**src/rtl/dram_axi_bridge_pkg.sv**
```systemverilog
// Shared types and constants for the data-side SRAM-like to AXI3 bridge.
package dram_axi_bridge_pkg;

   typedef enum logic [2:0] {
      IDLE    = 3'd0,
      RD_ADDR = 3'd1,
      RD_DATA = 3'd2,
      WR_ADDR = 3'd3,
      WR_RESP = 3'd4,
      DONE    = 3'd5
   } state_e;

   localparam logic [2:0] SZ_BYTE    = 3'd0;
   localparam logic [2:0] SZ_HALF    = 3'd1;
   localparam logic [2:0] SZ_WORD    = 3'd2;
   localparam logic [3:0] DATA_ID    = 4'd1;
   localparam logic [1:0] BURST_INCR = 2'b01;

endpackage

```
**src/rtl/dram_axi_bridge_if.sv**
```systemverilog
// Memory-stage SRAM-like port plus single-beat AXI3 master channels.
interface dram_axi_bridge_if;

   logic [31:0] mem_addr;
   logic [31:0] mem_wdata;
   logic        mem_wr;
   logic [3:0]  mem_ben;
   logic        mem_addr_ok;
   logic        mem_data_ok;
   logic [31:0] mem_rdata;

   logic [3:0]  arid;
   logic [31:0] araddr;
   logic [3:0]  arlen;
   logic [2:0]  arsize;
   logic [1:0]  arburst;
   logic [1:0]  arlock;
   logic [3:0]  arcache;
   logic [2:0]  arprot;
   logic        arvalid;
   logic        arready;

   logic [31:0] rdata;
   logic        rvalid;
   logic        rready;

   logic [3:0]  awid;
   logic [31:0] awaddr;
   logic [3:0]  awlen;
   logic [2:0]  awsize;
   logic [1:0]  awburst;
   logic [1:0]  awlock;
   logic [3:0]  awcache;
   logic [2:0]  awprot;
   logic        awvalid;
   logic        awready;

   logic [3:0]  wid;
   logic [31:0] wdata;
   logic [3:0]  wstrb;
   logic        wlast;
   logic        wvalid;
   logic        wready;

   logic        bvalid;
   logic        bready;

   modport master (
      input  mem_addr, mem_wdata, mem_wr, mem_ben,
      output mem_addr_ok, mem_data_ok, mem_rdata,
      output arid, araddr, arlen, arsize, arburst, arlock, arcache, arprot, arvalid,
      input  arready,
      input  rdata, rvalid,
      output rready,
      output awid, awaddr, awlen, awsize, awburst, awlock, awcache, awprot, awvalid,
      input  awready,
      output wid, wdata, wstrb, wlast, wvalid,
      input  wready,
      input  bvalid,
      output bready
   );

   modport slave (
      output mem_addr, mem_wdata, mem_wr, mem_ben,
      input  mem_addr_ok, mem_data_ok, mem_rdata,
      input  arid, araddr, arlen, arsize, arburst, arlock, arcache, arprot, arvalid,
      output arready,
      output rdata, rvalid,
      input  rready,
      input  awid, awaddr, awlen, awsize, awburst, awlock, awcache, awprot, awvalid,
      output awready,
      input  wid, wdata, wstrb, wlast, wvalid,
      output wready,
      output bvalid,
      input  bready
   );

endinterface

```
**src/rtl/dram_axi_bridge_ben_to_size.sv**
```systemverilog
// Byte-enable pattern to AXI transfer size; shared with the instruction-side bridge.
module dram_axi_bridge_ben_to_size
   import dram_axi_bridge_pkg::*;
(
   input  logic [3:0] ben,
   output logic [2:0] size
);

   // Illegal byte-enable patterns fall back to a full-word access
   always_comb begin
      size = SZ_WORD;
      case (ben)
         4'b1111:                            size = SZ_WORD;
         4'b0011, 4'b1100:                   size = SZ_HALF;
         4'b0001, 4'b0010, 4'b0100, 4'b1000: size = SZ_BYTE;
         default:                            size = SZ_WORD;
      endcase
   end

endmodule

```
**src/rtl/dram_axi_bridge.sv**
```systemverilog
// Data-side SRAM-like to single-beat AXI3 bridge with one transaction in flight.
module dram_axi_bridge
   import dram_axi_bridge_pkg::*;
(
   input  logic              clk,
   input  logic              rst,
   dram_axi_bridge_if.master bus
);

   state_e      state_q, state_d;
   logic [31:0] addr_q, addr_d;
   logic [31:0] wdata_q, wdata_d;
   logic [3:0]  ben_q, ben_d;
   logic [2:0]  size_q, size_d;
   logic [31:0] rdata_q, rdata_d;
   logic        rd_ok_q, rd_ok_d;
   logic        aw_done_q, aw_done_d;
   logic        w_done_q, w_done_d;
   logic [2:0]  req_size_s;
   logic        arvalid_s, awvalid_s, wvalid_s;
   logic        aw_hs_s, w_hs_s;
   logic        addr_ok_s, wr_ok_s;

   dram_axi_bridge_ben_to_size u_ben_to_size (
      .ben  (bus.mem_ben),
      .size (req_size_s)
   );

   // AW and W are tracked separately so each valid drops on its own handshake
   assign arvalid_s = (state_q == RD_ADDR);
   assign awvalid_s = (state_q == WR_ADDR) && !aw_done_q;
   assign wvalid_s  = (state_q == WR_ADDR) && !w_done_q;
   assign aw_hs_s   = awvalid_s && bus.awready;
   assign w_hs_s    = wvalid_s && bus.wready;

   // Next-state, request capture and handshake bookkeeping
   always_comb begin
      state_d   = state_q;
      addr_d    = addr_q;
      wdata_d   = wdata_q;
      ben_d     = ben_q;
      size_d    = size_q;
      rdata_d   = rdata_q;
      rd_ok_d   = 1'b0;
      aw_done_d = aw_done_q;
      w_done_d  = w_done_q;
      addr_ok_s = 1'b0;
      wr_ok_s   = 1'b0;
      case (state_q)
         IDLE: begin
            if (bus.mem_ben != 4'b0000) begin
               addr_d    = bus.mem_addr;
               wdata_d   = bus.mem_wdata;
               ben_d     = bus.mem_ben;
               size_d    = req_size_s;
               aw_done_d = 1'b0;
               w_done_d  = 1'b0;
               state_d   = bus.mem_wr ? WR_ADDR : RD_ADDR;
            end else begin
               state_d = IDLE;
            end
         end
         RD_ADDR: begin
            if (bus.arready) begin
               addr_ok_s = 1'b1;
               state_d   = RD_DATA;
            end else begin
               state_d = RD_ADDR;
            end
         end
         RD_DATA: begin
            if (bus.rvalid) begin
               rdata_d = bus.rdata;
               rd_ok_d = 1'b1;
               state_d = DONE;
            end else begin
               state_d = RD_DATA;
            end
         end
         WR_ADDR: begin
            if ((aw_done_q || aw_hs_s) && (w_done_q || w_hs_s)) begin
               addr_ok_s = 1'b1;
               aw_done_d = 1'b0;
               w_done_d  = 1'b0;
               state_d   = WR_RESP;
            end else begin
               aw_done_d = aw_done_q || aw_hs_s;
               w_done_d  = w_done_q || w_hs_s;
               state_d   = WR_ADDR;
            end
         end
         WR_RESP: begin
            if (bus.bvalid) begin
               wr_ok_s = 1'b1;
               state_d = DONE;
            end else begin
               state_d = WR_RESP;
            end
         end
         DONE:    state_d = IDLE;
         default: state_d = IDLE;
      endcase
   end

   // State and datapath registers with synchronous reset
   always_ff @(posedge clk) begin
      if (rst) begin
         state_q   <= IDLE;
         addr_q    <= 32'h0000_0000;
         wdata_q   <= 32'h0000_0000;
         ben_q     <= 4'b0000;
         size_q    <= 3'd0;
         rdata_q   <= 32'h0000_0000;
         rd_ok_q   <= 1'b0;
         aw_done_q <= 1'b0;
         w_done_q  <= 1'b0;
      end else begin
         state_q   <= state_d;
         addr_q    <= addr_d;
         wdata_q   <= wdata_d;
         ben_q     <= ben_d;
         size_q    <= size_d;
         rdata_q   <= rdata_d;
         rd_ok_q   <= rd_ok_d;
         aw_done_q <= aw_done_d;
         w_done_q  <= w_done_d;
      end
   end

   assign bus.mem_addr_ok = addr_ok_s;
   assign bus.mem_data_ok = rd_ok_q || wr_ok_s;
   assign bus.mem_rdata   = rdata_q;

   assign bus.arid    = DATA_ID;
   assign bus.araddr  = addr_q;
   assign bus.arlen   = 4'd0;
   assign bus.arsize  = size_q;
   assign bus.arburst = BURST_INCR;
   assign bus.arlock  = 2'b00;
   assign bus.arcache = 4'd0;
   assign bus.arprot  = 3'd0;
   assign bus.arvalid = arvalid_s;
   assign bus.rready  = (state_q == RD_DATA);

   assign bus.awid    = DATA_ID;
   assign bus.awaddr  = addr_q;
   assign bus.awlen   = 4'd0;
   assign bus.awsize  = size_q;
   assign bus.awburst = BURST_INCR;
   assign bus.awlock  = 2'b00;
   assign bus.awcache = 4'd0;
   assign bus.awprot  = 3'd0;
   assign bus.awvalid = awvalid_s;

   assign bus.wid     = DATA_ID;
   assign bus.wdata   = wdata_q;
   assign bus.wstrb   = ben_q;
   assign bus.wlast   = 1'b1;
   assign bus.wvalid  = wvalid_s;
   assign bus.bready  = (state_q == WR_RESP);

endmodule

```
**src/flat_wrapper.sv**
```systemverilog
// flat-port wrapper written by rule: the top's interface ports become plain ports
module dram_axi_bridge_flat import dram_axi_bridge_pkg::*;
  (clk, rst, bus_mem_addr, bus_mem_wdata, bus_mem_wr, bus_mem_ben, bus_mem_addr_ok, bus_mem_data_ok, bus_mem_rdata, bus_arid, bus_araddr, bus_arlen, bus_arsize, bus_arburst, bus_arlock, bus_arcache, bus_arprot, bus_arvalid, bus_arready, bus_rdata, bus_rvalid, bus_rready, bus_awid, bus_awaddr, bus_awlen, bus_awsize, bus_awburst, bus_awlock, bus_awcache, bus_awprot, bus_awvalid, bus_awready, bus_wid, bus_wdata, bus_wstrb, bus_wlast, bus_wvalid, bus_wready, bus_bvalid, bus_bready);
  dram_axi_bridge_if bus_i ();
  input  logic clk;
  input  logic rst;
  input wire logic [$bits(bus_i.mem_addr)-1:0] bus_mem_addr;
  input wire logic [$bits(bus_i.mem_wdata)-1:0] bus_mem_wdata;
  input wire logic [$bits(bus_i.mem_wr)-1:0] bus_mem_wr;
  input wire logic [$bits(bus_i.mem_ben)-1:0] bus_mem_ben;
  output wire logic [$bits(bus_i.mem_addr_ok)-1:0] bus_mem_addr_ok;
  output wire logic [$bits(bus_i.mem_data_ok)-1:0] bus_mem_data_ok;
  output wire logic [$bits(bus_i.mem_rdata)-1:0] bus_mem_rdata;
  output wire logic [$bits(bus_i.arid)-1:0] bus_arid;
  output wire logic [$bits(bus_i.araddr)-1:0] bus_araddr;
  output wire logic [$bits(bus_i.arlen)-1:0] bus_arlen;
  output wire logic [$bits(bus_i.arsize)-1:0] bus_arsize;
  output wire logic [$bits(bus_i.arburst)-1:0] bus_arburst;
  output wire logic [$bits(bus_i.arlock)-1:0] bus_arlock;
  output wire logic [$bits(bus_i.arcache)-1:0] bus_arcache;
  output wire logic [$bits(bus_i.arprot)-1:0] bus_arprot;
  output wire logic [$bits(bus_i.arvalid)-1:0] bus_arvalid;
  input wire logic [$bits(bus_i.arready)-1:0] bus_arready;
  input wire logic [$bits(bus_i.rdata)-1:0] bus_rdata;
  input wire logic [$bits(bus_i.rvalid)-1:0] bus_rvalid;
  output wire logic [$bits(bus_i.rready)-1:0] bus_rready;
  output wire logic [$bits(bus_i.awid)-1:0] bus_awid;
  output wire logic [$bits(bus_i.awaddr)-1:0] bus_awaddr;
  output wire logic [$bits(bus_i.awlen)-1:0] bus_awlen;
  output wire logic [$bits(bus_i.awsize)-1:0] bus_awsize;
  output wire logic [$bits(bus_i.awburst)-1:0] bus_awburst;
  output wire logic [$bits(bus_i.awlock)-1:0] bus_awlock;
  output wire logic [$bits(bus_i.awcache)-1:0] bus_awcache;
  output wire logic [$bits(bus_i.awprot)-1:0] bus_awprot;
  output wire logic [$bits(bus_i.awvalid)-1:0] bus_awvalid;
  input wire logic [$bits(bus_i.awready)-1:0] bus_awready;
  output wire logic [$bits(bus_i.wid)-1:0] bus_wid;
  output wire logic [$bits(bus_i.wdata)-1:0] bus_wdata;
  output wire logic [$bits(bus_i.wstrb)-1:0] bus_wstrb;
  output wire logic [$bits(bus_i.wlast)-1:0] bus_wlast;
  output wire logic [$bits(bus_i.wvalid)-1:0] bus_wvalid;
  input wire logic [$bits(bus_i.wready)-1:0] bus_wready;
  input wire logic [$bits(bus_i.bvalid)-1:0] bus_bvalid;
  output wire logic [$bits(bus_i.bready)-1:0] bus_bready;
  assign bus_i.mem_addr = bus_mem_addr;
  assign bus_i.mem_wdata = bus_mem_wdata;
  assign bus_i.mem_wr = bus_mem_wr;
  assign bus_i.mem_ben = bus_mem_ben;
  assign bus_mem_addr_ok = bus_i.mem_addr_ok;
  assign bus_mem_data_ok = bus_i.mem_data_ok;
  assign bus_mem_rdata = bus_i.mem_rdata;
  assign bus_arid = bus_i.arid;
  assign bus_araddr = bus_i.araddr;
  assign bus_arlen = bus_i.arlen;
  assign bus_arsize = bus_i.arsize;
  assign bus_arburst = bus_i.arburst;
  assign bus_arlock = bus_i.arlock;
  assign bus_arcache = bus_i.arcache;
  assign bus_arprot = bus_i.arprot;
  assign bus_arvalid = bus_i.arvalid;
  assign bus_i.arready = bus_arready;
  assign bus_i.rdata = bus_rdata;
  assign bus_i.rvalid = bus_rvalid;
  assign bus_rready = bus_i.rready;
  assign bus_awid = bus_i.awid;
  assign bus_awaddr = bus_i.awaddr;
  assign bus_awlen = bus_i.awlen;
  assign bus_awsize = bus_i.awsize;
  assign bus_awburst = bus_i.awburst;
  assign bus_awlock = bus_i.awlock;
  assign bus_awcache = bus_i.awcache;
  assign bus_awprot = bus_i.awprot;
  assign bus_awvalid = bus_i.awvalid;
  assign bus_i.awready = bus_awready;
  assign bus_wid = bus_i.wid;
  assign bus_wdata = bus_i.wdata;
  assign bus_wstrb = bus_i.wstrb;
  assign bus_wlast = bus_i.wlast;
  assign bus_wvalid = bus_i.wvalid;
  assign bus_i.wready = bus_wready;
  assign bus_i.bvalid = bus_bvalid;
  assign bus_bready = bus_i.bready;
  dram_axi_bridge u_core (.clk(clk), .rst(rst), .bus(bus_i));
endmodule
```
**config.mk**
```make
export PLATFORM = sky130hd
export DESIGN_NAME = dram_axi_bridge_flat
export DESIGN_NICKNAME = d
export VERILOG_FILES = /design/src/rtl/dram_axi_bridge_pkg.sv /design/src/rtl/dram_axi_bridge_if.sv /design/src/rtl/dram_axi_bridge_ben_to_size.sv /design/src/rtl/dram_axi_bridge.sv /design/src/flat_wrapper.sv
export SDC_FILE = /design/constraint.sdc
export NUM_CORES = 1
export LEC_CHECK = 0
export BUFFER_PORTS_ARGS = -buffer_cell sky130_fd_sc_hd__buf_2
export CAP_MARGIN = 20
export CORE_MARGIN = 2
export CORE_UTILIZATION = 40
export CTS_CLUSTER_DIAMETER = 50
export DETAILED_ROUTE_END_ITERATION = 12
export GPL_TIMING_DRIVEN = 0
export HOLD_SLACK_MARGIN = 0.1
export PLACE_DENSITY_LB_ADDON = 0.15
export SETUP_SLACK_MARGIN = 0.5
export SLEW_MARGIN = 30
export SYNTH_ARGS = -nofsm -noshare
export SYNTH_HDL_FRONTEND = slang
export SYNTH_SLANG_ARGS = --single-unit
```
**constraint.sdc**
```tcl
create_clock -name clk -period 1.4 [get_ports clk]
set_clock_uncertainty 0.05 [all_clocks]
set_input_delay 0.07 -clock clk [delete_from_list [all_inputs] [get_ports clk]]
set_output_delay 0.07 -clock clk [all_outputs]
set_load 0.02 [all_outputs]
```
# Word-level counts from Yosys, hierarchy flattened
# Index checks and enable logic that the tools add are counted.
# totals
regBits	109
input_bits	108
output_inout_bits	188
# op_classes
n_bitwise	1
n_eq_ne	11
n_mux	19
reduce_logical	19
# op_table
operator	n
one-hot mux 3 bit (5 select lines)	1
2-to-1 mux 1 bit	9
2-to-1 mux 3 bit	3
equality test 4 x 2 -> 1 bit, second input constant	2
equality test 4 bit, second input constant	2
equality test 3 x 2 -> 1 bit, second input constant	2
one-hot mux 1 bit (2 select lines)	3
AND reduction 2 bit	3
logical AND 1 bit	5
equality test 4 x 1 -> 1 bit, second input constant	1
equality test 4 x 3 -> 1 bit, second input constant	1
2-to-1 mux 2 bit	2
one-hot mux 2 bit (2 select lines)	1
nonzero test 4 bit	1
OR reduction 2 bit	2
OR reduction 4 bit	1
equality test 3 x 1 -> 1 bit, second input constant	1
equality test 3 bit, second input constant	1
logical NOT 3 bit	1
logical OR 1 bit	3
logical NOT 1 bit	2
!= test 2 x 1 -> 1 bit, second input constant	1
nonzero test 2 bit	1
inverter 1 bit	1

# Logic depth before layout (Yosys ltp)
# depth
depth_word	7
depth_mapped	6
ltp_nobuf	3

# Hierarchy
# A second synthesis with hierarchy kept.
# hier_totals
hier_cells	600
area_unflattened_um2	4899.7
# by_module_without_submodules
mod	cells_each	area_per_inst_um2	seq_area_each_um2	instances
dram_axi_bridge	593	4853.4	2182.1	1
dram_axi_bridge_ben_to_size	7	46.3	0.0	1

# Least setup slack after synthesis
# Ideal clock, no wire load.
# synth_timing
path_type	register -> register
from	register u_core.state_q[0]
to	register u_core.state_q[0]
arrival_ns	1.540
stages_incl_launch_ff	5
synth_period_minus_slack_ns	1.665
t_required_ns	1.276
setup_slack_ns	-0.265
cell_sequence	dfxtp_1 buf_2 nor3b_1 a22oi_1 a31oi_1
# synth_rtl
element	line_no	rtl
start: declaration	dram_axi_bridge.sv:10	state_e state_q, state_d;
start signal: assignment	dram_axi_bridge.sv:118	state_q <= state_d;
equality test 3 x 1 -> 1 bit	-	
via bus_arvalid	flat_wrapper.sv:22	output wire logic [$bits(bus_i.arvalid)-1:0] bus_arvalid;
one-hot mux 3 bit (5 select lines)	dram_axi_bridge.sv:49	case (state_q)
# The timed path passes the listed nets, and every way through them passes these cells.
# A chain may end at the register's enable or synchronous reset.

# Worst setup path in the final report
# layout_timing
from	register u_core.state_q[1]
to	register u_core.addr_q[14], in the netlist u_core.bus.araddr[14]
# layout_via
elab_chain_len	2
# layout_rtl
element	line_no	rtl
logical NOT 3 bit	dram_axi_bridge.sv:49	
AND reduction 2 bit (no source line)	-	
end signal: assignment	dram_axi_bridge.sv:119	addr_q <= addr_d;
end: declaration	dram_axi_bridge.sv:11	logic [31:0] addr_q, addr_d;
# No other way between the ends.

==> tab_implementation.tex <==
\begin{tabular}{lr}
\hline
Metric & Value \\
\hline
\multicolumn{2}{l}{\textbf{Run status}} \\
\quad Run status & finished, violations left \\
\quad Failing checks & setup timing \\
\multicolumn{2}{l}{\textbf{Detailed routing}} \\
\quad Per-cell routed wire length & 18.3 µm \\
\quad Count of antenna-violating nets left after detailed routing & 0 \\
\quad Number of optimization iterations in the first detailed-route pass & 5 \\
\quad Iteration-0 DRC count of the detailed router & 400 \\
\quad Detailed-route via count & 6137 \\
\quad Residual DRC count & 0 \\
\quad Post-Route WL & 22.5 mm \\
\quad Via-to-Cell Ratio & 4.99 \\
\multicolumn{2}{l}{\textbf{Logic synthesis}} \\
\quad Number of distinct library cells after synthesis & 37 \\
\quad Count of mapped cells out of synthesis & 591 \\
\quad Library cell occupying the most area in the post-synthesis netlist & sky130\_fd\_sc\_hd\_\_dfxtp\_1 \\
\quad Number of enable-type register cells in the synthesized netlist & 0 \\
\quad Top cell type's share of synthesized area & 42.9\% \\
\quad Main area contributors after synthesis & sky130\_fd\_sc\_hd\_\_dfxtp\_1 (43\%), sky130\_fd\_sc\_hd\_\_buf\_4 (12\%), sky130\_fd\_sc\_hd\_\_a21oi\_1 (7.5\%) \\
\quad Top cells by instance count after synthesis & sky130\_fd\_sc\_hd\_\_dfxtp\_1 (108), sky130\_fd\_sc\_hd\_\_buf\_4 (79), sky130\_fd\_sc\_hd\_\_a21oi\_1 (75) \\
\quad Async set-or-reset flop fraction in the synthesized netlist & 0\% \\
\quad Synth warnings & 0 \\
\quad Most common cell in the synthesized netlist & sky130\_fd\_sc\_hd\_\_dfxtp\_1 \\
\quad Post-synthesis area per instance & 8.52 µm² \\
\quad Cell area after synthesis & 0.00504 mm² \\
\quad Dominant synthesized flop cell & sky130\_fd\_sc\_hd\_\_dfxtp\_1 \\
\quad Number of synthesized register bits & 108 \\
\quad Portion of the post-synthesis area used by sequential elements & 42.9\% \\
\multicolumn{2}{l}{\textbf{Power and ir drop}} \\
\quad Clk network pwr share & 17.6\% \\
\quad Overall power & 0.0151 W \\
\quad Leakage dissipation & 4.54 nW \\
\quad Ratio of total power to cell area & 1470 mW/mm² \\
\quad Switching part of the total & 38.3\% \\
\quad Internal Dissipation & 0.00933 W \\
\quad Power spent charging and discharging nets & 0.00578 W \\
\quad Worst vdd ir & 1000 µV \\
\quad Proportion of power drawn by flip-flops and latches & 28.1\% \\
\quad Fraction of power consumed by combinational cells & 54.3\% \\
\multicolumn{2}{l}{\textbf{Placed design}} \\
\quad Number of buffers added on ports & 249 \\
\quad Total instance count after detailed placement & 1051 \\
\quad HPWL after detailed placement & 11.4 mm \\
\quad Placer's final routability congestion estimate & 0.801 \\
\quad Post-Place Setup Slack & -349 ps \\
\multicolumn{2}{l}{\textbf{Die}} \\
\quad Die Height & 116 µm \\
\quad Core ar. & 0.0122 mm² \\
\quad Core Rows & 40 \\
\quad Width of the die & 116 µm \\
\quad Die area & 0.0135 mm² \\
\quad Initial Utilization & 41.4\% \\
\quad Number of top-level design ports & 296 \\
\multicolumn{2}{l}{\textbf{Global routing}} \\
\quad Via count of the first global-routing pass & 5608 \\
\quad Maximum number of pins on one net before global-route repair & 17 \\
\quad Grt total ovfl & 0 \\
\quad Total routing usage reported by global routing & 25.8\% \\
\quad Initial antenna violation count & 0 \\
\quad Wire length of the first global-routing pass & 27.2 mm \\
\multicolumn{2}{l}{\textbf{Clock tree}} \\
\quad \# clock sinks & 108 \\
\quad Clk\_lat worst skew & 360 ps \\
\quad Clock-pin slew on the worst setup and hold paths & 80 ps \\
\quad Root cell of the clock tree & sky130\_fd\_sc\_hd\_\_clkbuf\_16 \\
\quad CTS tree & yes \\
\quad Clock buffer count from CTS & 9 \\
\quad CTS H-Tree Depth & 3 \\
\quad Number of hold buffers added after CTS & 102 \\
\quad Largest buffer count on any clock path & 2 \\
\multicolumn{2}{l}{\textbf{Job}} \\
\quad Max cap viols & 0 \\
\multicolumn{2}{l}{\textbf{Critical path}} \\
\quad R2r worst-path depth & 5 \\
\quad Slowest stage delay, CP & 420 ps \\
\quad Crit path launch type & flip-flop \\
\quad Critical path, cell by cell & or3\_4, buf\_12, clkbuf\_8, o21ai\_1, a21oi\_1 \\
\quad Worst-path maximum fanout & 10 \\
\quad Worst EP required & 1570 ps \\
\quad CP Class & flip-flop to flip-flop \\
\quad Slowest stage cell, crit path & sky130\_fd\_sc\_hd\_\_or3\_4 \\
\quad Worst EP arrival & 1770 ps \\
\quad Crit end category & flip-flop \\
\multicolumn{2}{l}{\textbf{STA}} \\
\quad Setup repair after global routing missed its margin & yes \\
\quad Worst slew margin & 48.8\% \\
\quad Worst-case setup margin in the final layout & -206 ps \\
\quad Tightest hold margin & 49.7 ps \\
\quad Transition time at the pin with the least slew margin & 767 ps \\
\quad Fmax & 623 MHz \\
\quad Fin. Hold Viols & 0 \\
\quad Number of max-slew violations in the final report & 0 \\
\quad Number of setup violations in the final report & 107 \\
\quad Final cycle utilization of the critical path & 115\% \\
\quad Clock period minus worst slack & 1610 ps \\
\multicolumn{2}{l}{\textbf{Worst hold path}} \\
\quad Classification of the worst-slack hold path & input pin to flip-flop \\
\quad Number of stages on the worst hold path & 3 \\
\multicolumn{2}{l}{\textbf{Final layout}} \\
\quad NumNets Final & 1164 \\
\quad Number of filler cells placed in the layout & 634 \\
\quad Ratio of cells with drive above 1 in the final layout & 62.9\% \\
\quad Antenna cells & 0 \\
\quad Filler-free cell count of the finished design & 1229 \\
\quad Post-synthesis to final-layout area growth & 104\% \\
\hline
\end{tabular}
[power by group through the flow]
stage               combinational (W)  clock [W]  sequential, W
finish                        0.00821    0.00265        0.00425
global route                  0.00862    0.00281        0.00430
CTS                           0.00626    0.00266        0.00402
detailed placement            0.00478          0        0.00399
global placement              0.00471          0        0.00396
floorplan                     0.00275          0        0.00455
[registers in the layout, indices dropped and copies added (netlist names)]
register / count
u_core.bus.araddr: 32
u_core.bus.wdata: 32
u_core.bus.mem_rdata: 32
u_core.aw_done_q: 1
u_core.rd_ok_q: 1
u_core.bus.arsize: 2
u_core.state_q: 3
u_core.bus.wstrb: 4
u_core.w_done_q: 1
[cells by family after synthesis]
kind of cell	Yosys count	share of synthesized area (%)
AOI/OAI and AO/OA	190	22.0
and+or+nand+nor	157	17.9
buffers and inverters	133	16.8
DFF	108	42.9
other	2	0.149
muxes	1	0.224
[metal layers]
layer	wire, µm	track usage (%)	up-vias
met5	0	0	-
met4	776	11.1	0
met3	1500	5.19	70
met2	12100	48.9	324
met1	8190	27.5	2890
li1	-	-	2853
[critical path, delay by kind of cell, from the launching register on]
family	cells	cell delay, ps
flip-flops	1	360
buffers and inverters	2	330
AO/OA/AOI/OAI	2	290
AND/OR/NAND/NOR	1	420
[worst paths after layout]
check,from,to,slack (ps)
max,u_core.state_q[1],u_core.bus.araddr[14],-210
min,bus_rvalid,u_core.state_q[1],50
max reg2reg,u_core.state_q[1],u_core.bus.araddr[14],-210
min reg2reg,u_core.bus.mem_rdata[17],u_core.bus.mem_rdata[17],400
[layout by cell type (no fill, tap or decap), types with 2 or more instances in the layout]
cell and instances:
sky130_fd_sc_hd__dfxtp_1 53, sky130_fd_sc_hd__buf_2 148, sky130_fd_sc_hd__clkbuf_1 14, sky130_fd_sc_hd__o21ai_4 21, sky130_fd_sc_hd__clkbuf_2 7, sky130_fd_sc_hd__buf_4 108
sky130_fd_sc_hd__nor3b_4 2, sky130_fd_sc_hd__a31oi_1 2, sky130_fd_sc_hd__dlygate4sd3_1 102, sky130_fd_sc_hd__dfxtp_4 22, sky130_fd_sc_hd__nand2b_1 2, sky130_fd_sc_hd__buf_12 6
sky130_fd_sc_hd__o21ai_2 40, sky130_fd_sc_hd__nand3_2 31, sky130_fd_sc_hd__buf_6 141, sky130_fd_sc_hd__nand2_2 14, sky130_fd_sc_hd__buf_8 6, sky130_fd_sc_hd__a21oi_2 46
sky130_fd_sc_hd__conb_1 45, sky130_fd_sc_hd__o211ai_1 4, sky130_fd_sc_hd__nand3_1 34, sky130_fd_sc_hd__nor2_1 4, sky130_fd_sc_hd__nand2_1 55, sky130_fd_sc_hd__dfxtp_2 33
sky130_fd_sc_hd__nor2_4 3, sky130_fd_sc_hd__o21ai_1 9, sky130_fd_sc_hd__a21oi_1 59, sky130_fd_sc_hd__clkbuf_8 5, sky130_fd_sc_hd__clkinv_2 2, sky130_fd_sc_hd__clkbuf_16 17
sky130_fd_sc_hd__a221oi_2 2
[metrics by stage]
step / TNS, ps / cell area, µm² / utilization [%]
after global placement: -23830 / 6770 / 55.7
after CTS: -7460 / 8940 / 73.5
after detailed placement: -28380 / 6770 / 55.7
after global routing: -15510 / 10300 / 84.6
final: -10980 / 10300 / 84.6
after floorplan: 0 / 5310 / -
[cell type report]
type,count,area [µm²],share of cell area [%]
well taps,168,210,2.04
clock inverters,4,47.5,0.462
clock buffers,12,256,2.49
flip-flops and latches,108,2290,22.2
repair buffers,411,3460,33.6
inverters,1,3.75,0.0365
plain buffers,132,1240,12.1
multi-input cells,393,2790,27.1
[what timing repair did]
item / 4_1_cts / 5_1_grt
pin swaps: 13 / 45
cloned: 0 / 8
endpoints found under the hold margin: 105 / 1
resized for setup: 241 / 299
endpoints found under the setup margin: 251 / 251
setup buffers: 19 / 33
No activity file was read; power rests on OpenSTA's default activity.
